### src/rtl/uart_pkg.sv
// Shared UART definitions: FSM state encoding, frame width and default bit timing.
// The PARITY state exists only when UART_RX_PARITY_EN is defined.
package uart_pkg;

    localparam int DATA_BITS            = 8;
    localparam int CLKS_PER_BIT_DEFAULT = 208;
    localparam int CNT_W                = 12;

`ifdef UART_RX_PARITY_EN
    typedef enum logic [2:0] {
        ST_IDLE   = 3'd0,
        ST_START  = 3'd1,
        ST_DATA   = 3'd2,
        ST_PARITY = 3'd3,
        ST_STOP   = 3'd4
    } rx_state_e;
`else
    typedef enum logic [2:0] {
        ST_IDLE   = 3'd0,
        ST_START  = 3'd1,
        ST_DATA   = 3'd2,
        ST_STOP   = 3'd4
    } rx_state_e;
`endif

endpackage

### src/rtl/line_sync.sv
// Two-flop synchroniser for the serial line plus a history flop for falling-edge detection.
module line_sync (
    input  logic clk_i,
    input  logic reset_i,
    input  logic line_i,
    output logic level_o,
    output logic fall_o
);

    logic       sync1_q;
    logic       sync2_q;
    logic       hist_q;
    logic [1:0] warm_q;

    // warm_q keeps the reset value of the pipeline from posing as an edge when
    // the line is already low as reset is released.
    always_ff @(posedge clk_i) begin
        if (reset_i) begin
            sync1_q <= 1'b1;
            sync2_q <= 1'b1;
            hist_q  <= 1'b1;
            warm_q  <= 2'd0;
        end else begin
            sync1_q <= line_i;
            sync2_q <= sync1_q;
            hist_q  <= sync2_q;
            if (warm_q != 2'd3) begin
                warm_q <= warm_q + 2'd1;
            end
        end
    end

    assign level_o = sync2_q;
    assign fall_o  = (warm_q == 2'd3) && hist_q && !sync2_q;

endmodule

### src/rtl/uart_rx_framer.sv
// UART receiver: 8N1 framing, or 8E1 when UART_RX_PARITY_EN is defined.
// Delivers bytes on a valid/ready output register with overrun and error pulses.
module uart_rx_framer
    import uart_pkg::*;
#(
    parameter int CLKS_PER_BIT = CLKS_PER_BIT_DEFAULT
) (
    input  logic       clk_i,
    input  logic       reset_i,
    input  logic       line_i,
    input  logic       ready_i,
    output logic [7:0] data_o,
    output logic       valid_o,
    output logic       frame_err_o,
    output logic       parity_err_o,
    output logic       overrun_o,
    output logic       busy_o,
    output rx_state_e  state_o
);

    localparam logic [CNT_W-1:0] HALF_LAST = CNT_W'(CLKS_PER_BIT / 2 - 1);
    localparam logic [CNT_W-1:0] BIT_LAST  = CNT_W'(CLKS_PER_BIT - 1);

    logic level;
    logic fall;

    line_sync u_line_sync (
        .clk_i   (clk_i),
        .reset_i (reset_i),
        .line_i  (line_i),
        .level_o (level),
        .fall_o  (fall)
    );

    rx_state_e        state_q, state_d;
    logic [CNT_W-1:0] cnt_q, cnt_d;
    logic [2:0]       bit_q, bit_d;
    logic [7:0]       shift_q, shift_d;
    logic [7:0]       data_q, data_d;
    logic             valid_q, valid_d;
    logic             frame_err_q, frame_err_d;
    logic             overrun_q, overrun_d;
`ifdef UART_RX_PARITY_EN
    logic             par_q, par_d;
    logic             parity_err_q, parity_err_d;
`endif

    always_comb begin
        state_d     = state_q;
        cnt_d       = cnt_q + CNT_W'(1);
        bit_d       = bit_q;
        shift_d     = shift_q;
        data_d      = data_q;
        valid_d     = valid_q && !ready_i;
        frame_err_d = 1'b0;
        overrun_d   = 1'b0;
`ifdef UART_RX_PARITY_EN
        par_d        = par_q;
        parity_err_d = 1'b0;
`endif
        case (state_q)
            ST_IDLE: begin
                cnt_d = '0;
                if (fall) begin
                    state_d = ST_START;
                end
            end
            ST_START: begin
                if (cnt_q == HALF_LAST) begin
                    cnt_d = '0;
                    bit_d = '0;
                    state_d = level ? ST_IDLE : ST_DATA;
                end
            end
            ST_DATA: begin
                if (cnt_q == BIT_LAST) begin
                    cnt_d   = '0;
                    shift_d = {level, shift_q[7:1]};
                    bit_d   = bit_q + 3'd1;
                    if (bit_q == 3'(DATA_BITS - 1)) begin
`ifdef UART_RX_PARITY_EN
                        state_d = ST_PARITY;
`else
                        state_d = ST_STOP;
`endif
                    end
                end
            end
`ifdef UART_RX_PARITY_EN
            ST_PARITY: begin
                if (cnt_q == BIT_LAST) begin
                    cnt_d   = '0;
                    par_d   = level;
                    state_d = ST_STOP;
                end
            end
`endif
            ST_STOP: begin
                // Leaving at the mid-bit sample lets a following start edge be caught early.
                if (cnt_q == BIT_LAST) begin
                    cnt_d   = '0;
                    state_d = ST_IDLE;
`ifdef UART_RX_PARITY_EN
                    parity_err_d = (^shift_q) ^ par_q;
`endif
                    if (!level) begin
                        frame_err_d = 1'b1;
                    end else if (!valid_q || ready_i) begin
                        data_d  = shift_q;
                        valid_d = 1'b1;
                    end else begin
                        overrun_d = 1'b1;
                    end
                end
            end
            default: begin
                cnt_d   = '0;
                state_d = ST_IDLE;
            end
        endcase
    end

    always_ff @(posedge clk_i) begin
        if (reset_i) begin
            state_q     <= ST_IDLE;
            cnt_q       <= '0;
            bit_q       <= '0;
            shift_q     <= '0;
            data_q      <= '0;
            valid_q     <= 1'b0;
            frame_err_q <= 1'b0;
            overrun_q   <= 1'b0;
`ifdef UART_RX_PARITY_EN
            par_q        <= 1'b0;
            parity_err_q <= 1'b0;
`endif
        end else begin
            state_q     <= state_d;
            cnt_q       <= cnt_d;
            bit_q       <= bit_d;
            shift_q     <= shift_d;
            data_q      <= data_d;
            valid_q     <= valid_d;
            frame_err_q <= frame_err_d;
            overrun_q   <= overrun_d;
`ifdef UART_RX_PARITY_EN
            par_q        <= par_d;
            parity_err_q <= parity_err_d;
`endif
        end
    end

    assign data_o      = data_q;
    assign valid_o     = valid_q;
    assign frame_err_o = frame_err_q;
    assign overrun_o   = overrun_q;
    assign busy_o      = (state_q != ST_IDLE);
    assign state_o     = state_q;
`ifdef UART_RX_PARITY_EN
    assign parity_err_o = parity_err_q;
`else
    assign parity_err_o = 1'b0;
`endif

endmodule

### config.mk
export PLATFORM = sky130hd
export DESIGN_NAME = uart_rx_framer
export DESIGN_NICKNAME = d
export VERILOG_FILES = /design/src/rtl/uart_pkg.sv /design/src/rtl/line_sync.sv /design/src/rtl/uart_rx_framer.sv
export SDC_FILE = /design/constraint.sdc
export NUM_CORES = 1
export LEC_CHECK = 0
export CORE_MARGIN = 1.5
export CORE_UTILIZATION = 55
export DETAILED_ROUTE_END_ITERATION = 16
export GPL_TIMING_DRIVEN = 0
export HOLD_SLACK_MARGIN = 0.1
export PLACE_DENSITY = 0.78
export SYNTH_ARGS = -nofsm -noshare
export SYNTH_HDL_FRONTEND = slang
export SYNTH_HIERARCHICAL = 1
export SYNTH_SLANG_ARGS = --single-unit
### constraint.sdc
create_clock -name clk_i -period 6.08 [get_ports clk_i]
set_clock_uncertainty 0.15 [all_clocks]
set_input_delay 1.216 -clock clk_i [delete_from_list [all_inputs] [get_ports clk_i]]
set_output_delay 1.216 -clock clk_i [all_outputs]
set_load 0.03 [all_outputs]
After elaboration in Yosys (flattened, before gate mapping):

Index checks and enable logic that the tools add are counted.

* add/subtract/negate cells: 3
* equality and inequality tests: 13
* muxes and demuxes: 19
* bitwise gates (word level): 3
* reductions and logical operators: 17

Operators by type and width (number)
* 12-bit two-way mux: 2
* 12-bit case mux with 2 select lines: 1
* 3-bit two-way mux: 7
* 12-bit by 1-bit adder with 12-bit output, second input constant: 1
* 12-bit by 7-bit equality test with 1-bit output, second input constant: 1
* 12-bit by 8-bit equality test with 1-bit output, second input constant: 1
* 2-bit != test, second input constant: 6
* 3-bit case mux with 4 select lines: 1
* 3-bit equality test, second input constant: 2
* 1-bit two-way mux: 6
* 3-bit case mux with 2 select lines: 1
* 5-bit AND reduction: 1
* 4-bit AND reduction: 1
* 4-bit OR reduction: 1
* 3-bit by 1-bit adder with 3-bit output, second input constant: 1
* 3-bit by 1-bit equality test with 1-bit output, second input constant: 1
* 3-bit by 2-bit equality test with 1-bit output, second input constant: 1
* 1-bit logical AND: 3
* 1-bit zero test: 3
* 3-bit zero test: 1
* 1-bit inverter: 3
* 3-bit AND reduction: 1
* 3-bit nonzero test: 1
* 3-bit OR reduction: 1
* 7 further kinds: 7

* bits in registers: 42
* bits of input ports: 4
* logic and storage cells: 67

Longest topological paths before layout:

Gate-level depths: netlist (run 1).

* word-level depth: 6
* gate-level depth with buffers: 7
* gate-level depth less buffers: 7

Hierarchy:

Netlist (run 1), hierarchy kept.

Modules (own cells, without submodules)
* uart_rx_framer: times used 1, cells an instance 169, area an instance 1619.1 um^2, sequential area each 740.7 um^2
* line_sync: times used 1, cells an instance 15, area an instance 165.2 um^2, sequential area each 100.1 um^2

Least setup slack after synthesis (run 1):

OpenSTA, ideal clock, no wires.

* kind: register to output
* from: register state_q[1], in the netlist state_o[1]
* to: output busy_o
* data arrival time: 1144 ps
* data required time: 4714 ps
* slack: 3570 ps
* stages on the path, launching flop included: 3
* path through: dfxtp_1 clkbuf_1 or3_1

* word-level cells in the longest chain between the ends: 1

RTL lines
* from (decl): line uart_rx_framer.sv:35 `rx_state_e state_q, state_d;`
* from (signal assigned): line uart_rx_framer.sv:138 `state_q <= state_d;`
* 3-bit nonzero test: line uart_rx_framer.sv:157 `assign busy_o = (state_q != ST_IDLE);`
* to (decl): line uart_rx_framer.sv:17 `output logic busy_o,`

No other way between the ends.

Worst setup path after layout (run 1):

Ends and elaborated chain as after synthesis.

==> run metrics, run 1 <==
number of antenna violations at the first check in global routing=0; initial core utilization=0.580; kind of path behind the tightest hold check=flip-flop to flip-flop; number of instances in the synthesized netlist=around 180; critical path depth=3; switching fraction of total power=0.211; clock slew at the register clock pins of the worst setup and hold paths=120 ps; TritonRoute pass-1 iters=5; share of post-route cells with drive strength above 1=0.110; share of total power in the clock network=0.365; routed len/inst=12.0 um; area of the core region=3080 um^2; count of warnings emitted by yosys=6; Post-route DRC=0; post-route fraction of the period consumed by the critical path=0.539; unrepaired setup endpoints after global routing=no; endpoint of the worst hold path=u_line_sync/level_o; Final Max Tran Viols=0; fraction of power consumed by sequential logic=0.596; sequential cell area fraction in the yosys report=0.471; hold buffer count at cts=0; Die Y-Extent=60.0 um; remaining antenna violation count after routing=0; worst rel slew slack=0.456; pin count of the biggest net entering global routing=14; timing-limited maximum frequency=305 MHz; Worst path slowest cell=sky130_fd_sc_hd__clkdlybuf4s50_1; syn_nets=192; source of the worst hold timing path=u_line_sync/sync1_q; final setup slack of the worst path=2800 ps; area occupied by multi-input gates=882 um^2; total routing resource utilization after global routing=0.192; Area Overhead vs Synth=17.5%; Period minus WS final=3280 ps; Worst Hold Depth=1; library cell used as clock root buffer=sky130_fd_sc_hd__clkbuf_4; share of power burned in combinational logic=0.039; data required time of the worst path=4710 ps; setup slack, reg-to-reg=3700 ps; count of standard-cell rows=20; Filler Cell Count=approximately 270; category of the worst setup path launch point=flip-flop; number of cells on the worst reg-to-reg path=6; reg2reg end=state_o[1]; total power after layout=472 uW; Netlist cell types=40; power density cells=~230 nW/um^2; leakage dissipation=0.848 nW; deepest clock path buffer count=2; antenna fix cells=0; internal power summed over all cells=roughly 370 uW; final net count=217; wire length of the first global-routing pass=~5100 um; Hold Fails Final Rpt=0; critical path cell sequence=clkbuf_1, or3_1, clkdlybuf4s50_1; Final setup violation count=0; P_sw=99.8 uW; H-tree levels=2; Worst VDD drop=0.000153 V; smallest hold slack=284 ps; run status=finished clean; cell family with most CP delay=buffers and inverters; Sink Count=42; overall routed net length=~3000 um; IO Count=20; Die Outline Area=3590 um^2; Inserted Clock Buffers=5; TNS Setup=0 ps; cts repair resizes=0; clock insertion delay at the later pin of the skew report=about 350 ps; placer's final routability congestion estimate=approximately 0.83; Worst-Margin Slew=795 ps; post-detailed-route via-to-cell ratio=about 5.1; combined area of all synthesized cells=1780 um^2; final HPWL from detailed placement=2280 um; number of post-CTS setup repair buffers=0; count of state elements after synthesis=42; Setup WS pre-CTS=3190 ps; die outline width=60.0 um; arrival time worst endpoint=1910 ps; synthesized area per cell=9.70 um^2; count of vias placed by the detailed router=1296; CTS tree=yes; Reg2Reg Launch Point=cnt_q[0]; overflow left after global routing=0; worst setup path category=flip-flop to primary output; number of global-route vias before repair=about 1200; WP buf/inv=2; slowest stage delay, CP=660 ps; Register Area=between 800 and 900 um^2; number of I/O port buffers=18; kind of capture point of the worst setup path=primary output; drt initial violations=30; maximum fanout encountered on the critical timing path=10; number of maximum-capacitance constraint violations=0
==> Yosys cell counts (all sizes together) <==
library cell	n	area, um^2
nand4	5	46.3
nand2	8	30.0
nor3b	1	7.51
nand2b	2	15.0
nor4	2	27.5
o32ai	1	16.3
xnor2	6	52.6
ha	4	50.1
nor3	3	15.0
nor2	41	154
o21ai	2	10.0
and3	1	6.26
nand3b	1	7.51
a2111oi	1	8.76
xor2	6	52.6
mux2i	19	190
or2	4	25.0
or4	1	11.3
dfxtp	42	841
a21oi	3	15.0
or3b	2	17.5
a211oi	1	7.51
and4	1	8.76
or4bb	1	11.3
clkbuf	5	18.8
inv	4	15.0
nor2b	3	18.8
nand3	4	32.5
o41ai	1	16.3
or3	4	25.0
buf	4	27.5
conb	1	3.75
==> sequential cells by signal, summed over array words and instances (netlist names) <==
name / flops
overrun_o: 1
u_line_sync/level_o: 1
u_line_sync/sync1_q: 1
valid_o: 1
state_o: 3
data_o: 8
frame_err_o: 1
shift_q: 8
cnt_q: 12
bit_q: 3
u_line_sync/warm_q: 2
u_line_sync/hist_q: 1
==> cell usage in the layout, fill, tap and decap left out, types with 2 or more instances in the layout <==
cell type                         count
sky130_fd_sc_hd__or3_1                4
sky130_fd_sc_hd__nand3_1              3
sky130_fd_sc_hd__nor3_1               3
sky130_fd_sc_hd__clkinv_2             2
sky130_fd_sc_hd__clkbuf_1             5
sky130_fd_sc_hd__mux2i_1             19
sky130_fd_sc_hd__clkbuf_4             5
sky130_fd_sc_hd__or2_2                4
sky130_fd_sc_hd__nor2b_1              3
sky130_fd_sc_hd__dfxtp_1             42
sky130_fd_sc_hd__nor2_1              41
sky130_fd_sc_hd__a21oi_1              3
sky130_fd_sc_hd__ha_1                 4
sky130_fd_sc_hd__o21ai_1              2
sky130_fd_sc_hd__nand4_1              4
sky130_fd_sc_hd__nand2_1              8
sky130_fd_sc_hd__inv_1                4
sky130_fd_sc_hd__xor2_1               6
sky130_fd_sc_hd__xnor2_1              6
sky130_fd_sc_hd__clkdlybuf4s50_1     18
==> cells by family (layout without fill, tap and decap cells) <==
group / Yosys count / after routing / synth area share
compound gates: 9 / 9 / 0.0414
xor+xnor: 12 / 12 / 0.0589
fa+ha+maj: 4 / 4 / 0.0281
buf+inv: 13 / 39 / 0.0344
flops: 42 / 42 / 0.471
mux: 19 / 19 / 0.107
other cells: 1 / 1 / 0.00210
simple gates: 84 / 84 / 0.257
==> worst max path at each step <==
stage / endpoint / slack [ps] / from
after floorplan: busy_o / 3570 / state_o[1]
after global placement: busy_o / 3210 / state_o[1]
after detailed placement: busy_o / 3190 / state_o[1]
after CTS: busy_o / 2780 / state_o[1]
after global routing: busy_o / 2710 / state_o[1]
final: busy_o / 2800 / state_o[1]
==> per-layer routing <==
| layer | global-route usage | part of all wire | up-vias |
|---|---|---|---|
| met3 | 0.0498 | 0.039 | 6 |
| met4 | 0.111 | 0.017 | 0 |
| met2 | 0.340 | 0.51 | 21 |
| met5 | 0 | 0 | - |
| li1 | - | - | 665 |
| met1 | 0.203 | 0.43 | 604 |
==> power by group through the flow <==
stage          logic, mW  registers, mW  clock network, mW
6_report          0.0184          0.282              0.173
5_1_grt           0.0212          0.282              0.186
4_1_cts           0.0186          0.282              0.175
3_5_place_dp      0.0184          0.288                  0
3_3_place_gp      0.0178          0.288                  0
2_1_floorplan     0.0133          0.288                  0
==> worst reg2reg max path, stage by stage (launching register included) <==
cell and delay [ps]:
sky130_fd_sc_hd__dfxtp_1 400, sky130_fd_sc_hd__ha_1 250, sky130_fd_sc_hd__or4bb_1 530, sky130_fd_sc_hd__nor4_1 380
sky130_fd_sc_hd__o32ai_2 240, sky130_fd_sc_hd__o21ai_1 210, sky130_fd_sc_hd__o41ai_2 100
==> metrics by stage <==
step / area (um^2) / instances / util
after floorplan: 1780 / 184 / -
after global placement: 2020 / 246 / 0.656
after detailed placement: 2020 / 246 / 0.656
after CTS: 2100 / 254 / 0.681
after global routing: 2100 / 254 / 0.681
final: 2100 / 254 / 0.681
==> cell type report <==
class	instances	area share
multi-input cells	129	0.421
flip-flops and latches	42	0.401
repair buffers	18	0.0859
well taps	44	0.0263
plain buffers	9	0.0221
clock inverters	3	0.0191
clock buffers	5	0.0179
inverters	4	0.00716
Power figures use the tool's default switching activity.
==> run 2: changes to the inputs <==
Settings changed: CORE_UTILIZATION 55 to 54, PLACE_DENSITY 0.78 to 0.77.
Clock period 6.08 ns to 3.2 ns, I/O delays scaled along.
==> run 2 against run 1 <==
  * Core utilization is 0.51 points lower
  * Cell count unchanged
  * Clock power up 94%
  * Register-to-register slack lost 2900 ps
  * Hold slack lost 0.58 ps
  * Design area is essentially flat
  * Critical path depth unchanged
  * Setup slack lost 2300 ps
  * Largest power group unchanged
==> run metrics, run 2 (synthesized netlist as in run 1, its figures left out) <==
kind of path behind the tightest hold check=flip-flop to flip-flop (unchanged); register ranked first by flip-flop count=cnt_q (unchanged); Inserted Clock Buffers=5 (unchanged); number of maximum-capacitance constraint violations=0 (unchanged); fraction of power consumed by sequential logic=0.590 (was 0.596); deepest clock path buffer count=2 (unchanged); internal power summed over all cells=712 uW (was 373 uW); leakage dissipation=0.841 nW (was 0.848 nW); clock insertion delay at the later pin of the skew report=360 ps (was 350 ps); worst rel slew slack=0.521 (was 0.456); commonest non-fill, non-tap cells in the layout=sky130_fd_sc_hd__dfxtp_1 (42), sky130_fd_sc_hd__nor2_1 (41), sky130_fd_sc_hd__mux2i_1 (19), sky130_fd_sc_hd__clkdlybuf4s50_1 (18), sky130_fd_sc_hd__nand2_1 (8) (unchanged); placer's final routability congestion estimate=0.773 (was 0.831); start point of the critical path=state_o[1] (unchanged); area post-placement=2020 um^2 (unchanged); final setup slack of the worst path=489 ps (was 2800 ps); Reg2Reg Launch Point=cnt_q[0] (unchanged); power density cells=432 nW/um^2 (was 225 nW/um^2); kind of capture point of the worst setup path=primary output (unchanged); final net count=217 (unchanged); antenna fix cells=0 (unchanged); run status=finished clean (unchanged); share of post-route cells with drive strength above 1=0.105 (was 0.110); Setup WS pre-CTS=817 ps (was 3190 ps); clock slew at the register clock pins of the worst setup and hold paths=120 ps (about the same); Die Outline Area=3660 um^2 (was 3590 um^2); wire length of the first global-routing pass=5260 um (was 5080 um); category of the worst setup path launch point=flip-flop (unchanged); total instance count after detailed placement=246 (unchanged); H-tree levels=2 (unchanged); P_sw=195 uW (was 99.8 uW); switching fraction of total power=0.215 (was 0.211); routed len/inst=12.4 um (was 12.0 um); Die Y-Extent=60.5 um (was 60.0 um); Hold Fails Final Rpt=0 (unchanged); number of I/O port buffers=18 (unchanged); TNS Setup=0 ps (unchanged); smallest hold slack=283 ps (was 284 ps); number of cells on the worst reg-to-reg path=7 (was 6); area of the core region=3100 um^2 (was 3080 um^2); post-detailed-route via-to-cell ratio=5.26 (was 5.10); maximum fanout encountered on the critical timing path=10 (unchanged); cts repair resizes=0 (unchanged); share of power burned in combinational logic=0.040 (was 0.039); number of global-route vias before repair=1316 (was 1233); Worst-Margin Slew=701 ps (was 795 ps); final HPWL from detailed placement=2380 um (was 2280 um); worst setup path category=flip-flop to primary output (unchanged); Post-Layout Cell Count=254 (unchanged); setup slack, reg-to-reg=800 ps (was 3700 ps); timing endpoint of the critical path=busy_o (unchanged); initial core utilization=0.575 (was 0.580); Period minus WS final=~2700 ps; share of total power in the clock network=0.370 (was 0.365); overall routed net length=3150 um (was 3040 um); post-route fraction of the period consumed by the critical path=0.847; drt initial violations=31 (was 30); die outline width=60.5 um (was 60.0 um); data required time of the worst path=2410 ps (was 4710 ps); count of standard-cell rows=20 (unchanged); Final setup violation count=0 (unchanged); unrepaired setup endpoints after global routing=no (unchanged); Sink Count=42 (unchanged); hold buffer count at cts=0 (unchanged); Area Overhead vs Synth=17.6% (was 17.5%); overflow left after global routing=0 (unchanged); TritonRoute pass-1 iters=4 (was 5); number of antenna violations at the first check in global routing=0 (unchanged); library cell used as clock root buffer=sky130_fd_sc_hd__clkbuf_4 (unchanged); IO Count=20 (unchanged); area of all placed cells without fillers=2100 um^2 (about the same); total routing resource utilization after global routing=0.194 (was 0.192); most frequent standard cell in the layout excluding fill and tap cells=sky130_fd_sc_hd__dfxtp_1 (unchanged); arrival time worst endpoint=1920 ps (was 1910 ps); number of post-CTS setup repair buffers=0 (unchanged); Post-route DRC=0 (unchanged); Final Max Tran Viols=0 (unchanged); remaining antenna violation count after routing=0 (unchanged); pin count of the biggest net entering global routing=14 (unchanged); Worst VDD drop=0.000377 V (was 0.000153 V); number of flip-flops under the largest register name=12 (unchanged); timing-limited maximum frequency=369 MHz; CTS tree=yes (unchanged); count of vias placed by the detailed router=1337 (was 1296); reg2reg end=cnt_q[7] (was state_o[1])
run 2: routing by layer:
| layer | vias up | track usage | part of all wire |
|---|---|---|---|
| met2 | 29 | 0.360 | 0.52 |
| met1 | 634 | 0.207 | 0.43 |
| li1 | 667 | - | - |
| met4 | 0 | 0.0932 | 0.020 |
| met5 | - | 0 | 0 |
| met3 | 7 | 0.0448 | 0.037 |
run 2: per-stage QoR:
stage,util,power [mW]
final,0.676,0.907
after global routing,0.676,0.937
after CTS,0.676,0.916
after detailed placement,0.651,0.584
after global placement,0.651,0.580
after floorplan,-,0.572
run 2: final cells by class:
type / count / area, um^2
Sequential cell: 42 / 841
Buffer: 9 / 46.3
Timing Repair Buffer: 18 / 180
Fill cell: 277 / 1000
Multi-Input combinational cell: 129 / 882
Tap cell: 44 / 55.1
Clock inverter: 2 / 37.5
Inverter: 4 / 15.0
Clock buffer: 6 / 41.3
run 2: power by group through the flow:
stage / logic [mW] / registers [mW] / clock network, mW
2_1_floorplan: 0.0252 / 0.546 / 0
3_3_place_gp: 0.0336 / 0.546 / 0
3_5_place_dp: 0.0372 / 0.547 / 0
4_1_cts: 0.0375 / 0.536 / 0.343
5_1_grt: 0.0403 / 0.536 / 0.360
6_report: 0.0364 / 0.535 / 0.335
run 2: worst min-delay path by stage:
stage | slack (ps) | depth (start not counted) | start | to
finish | 280 | 1 | u_line_sync/sync1_q | u_line_sync/level_o
global route | 310 | 1 | u_line_sync/sync1_q | u_line_sync/level_o
detailed placement | 260 | 1 | u_line_sync/sync1_q | u_line_sync/level_o
CTS | 290 | 1 | u_line_sync/sync1_q | u_line_sync/level_o
floorplan | 240 | 1 | u_line_sync/sync1_q | u_line_sync/level_o
global placement | 240 | 1 | u_line_sync/sync1_q | u_line_sync/level_o
run 2: critical path, stage by stage, from the launching register on:
cell,delay [ps]
sky130_fd_sc_hd__dfxtp_1,360
sky130_fd_sc_hd__clkbuf_1,360
sky130_fd_sc_hd__or3_1,190
sky130_fd_sc_hd__clkdlybuf4s50_1,670
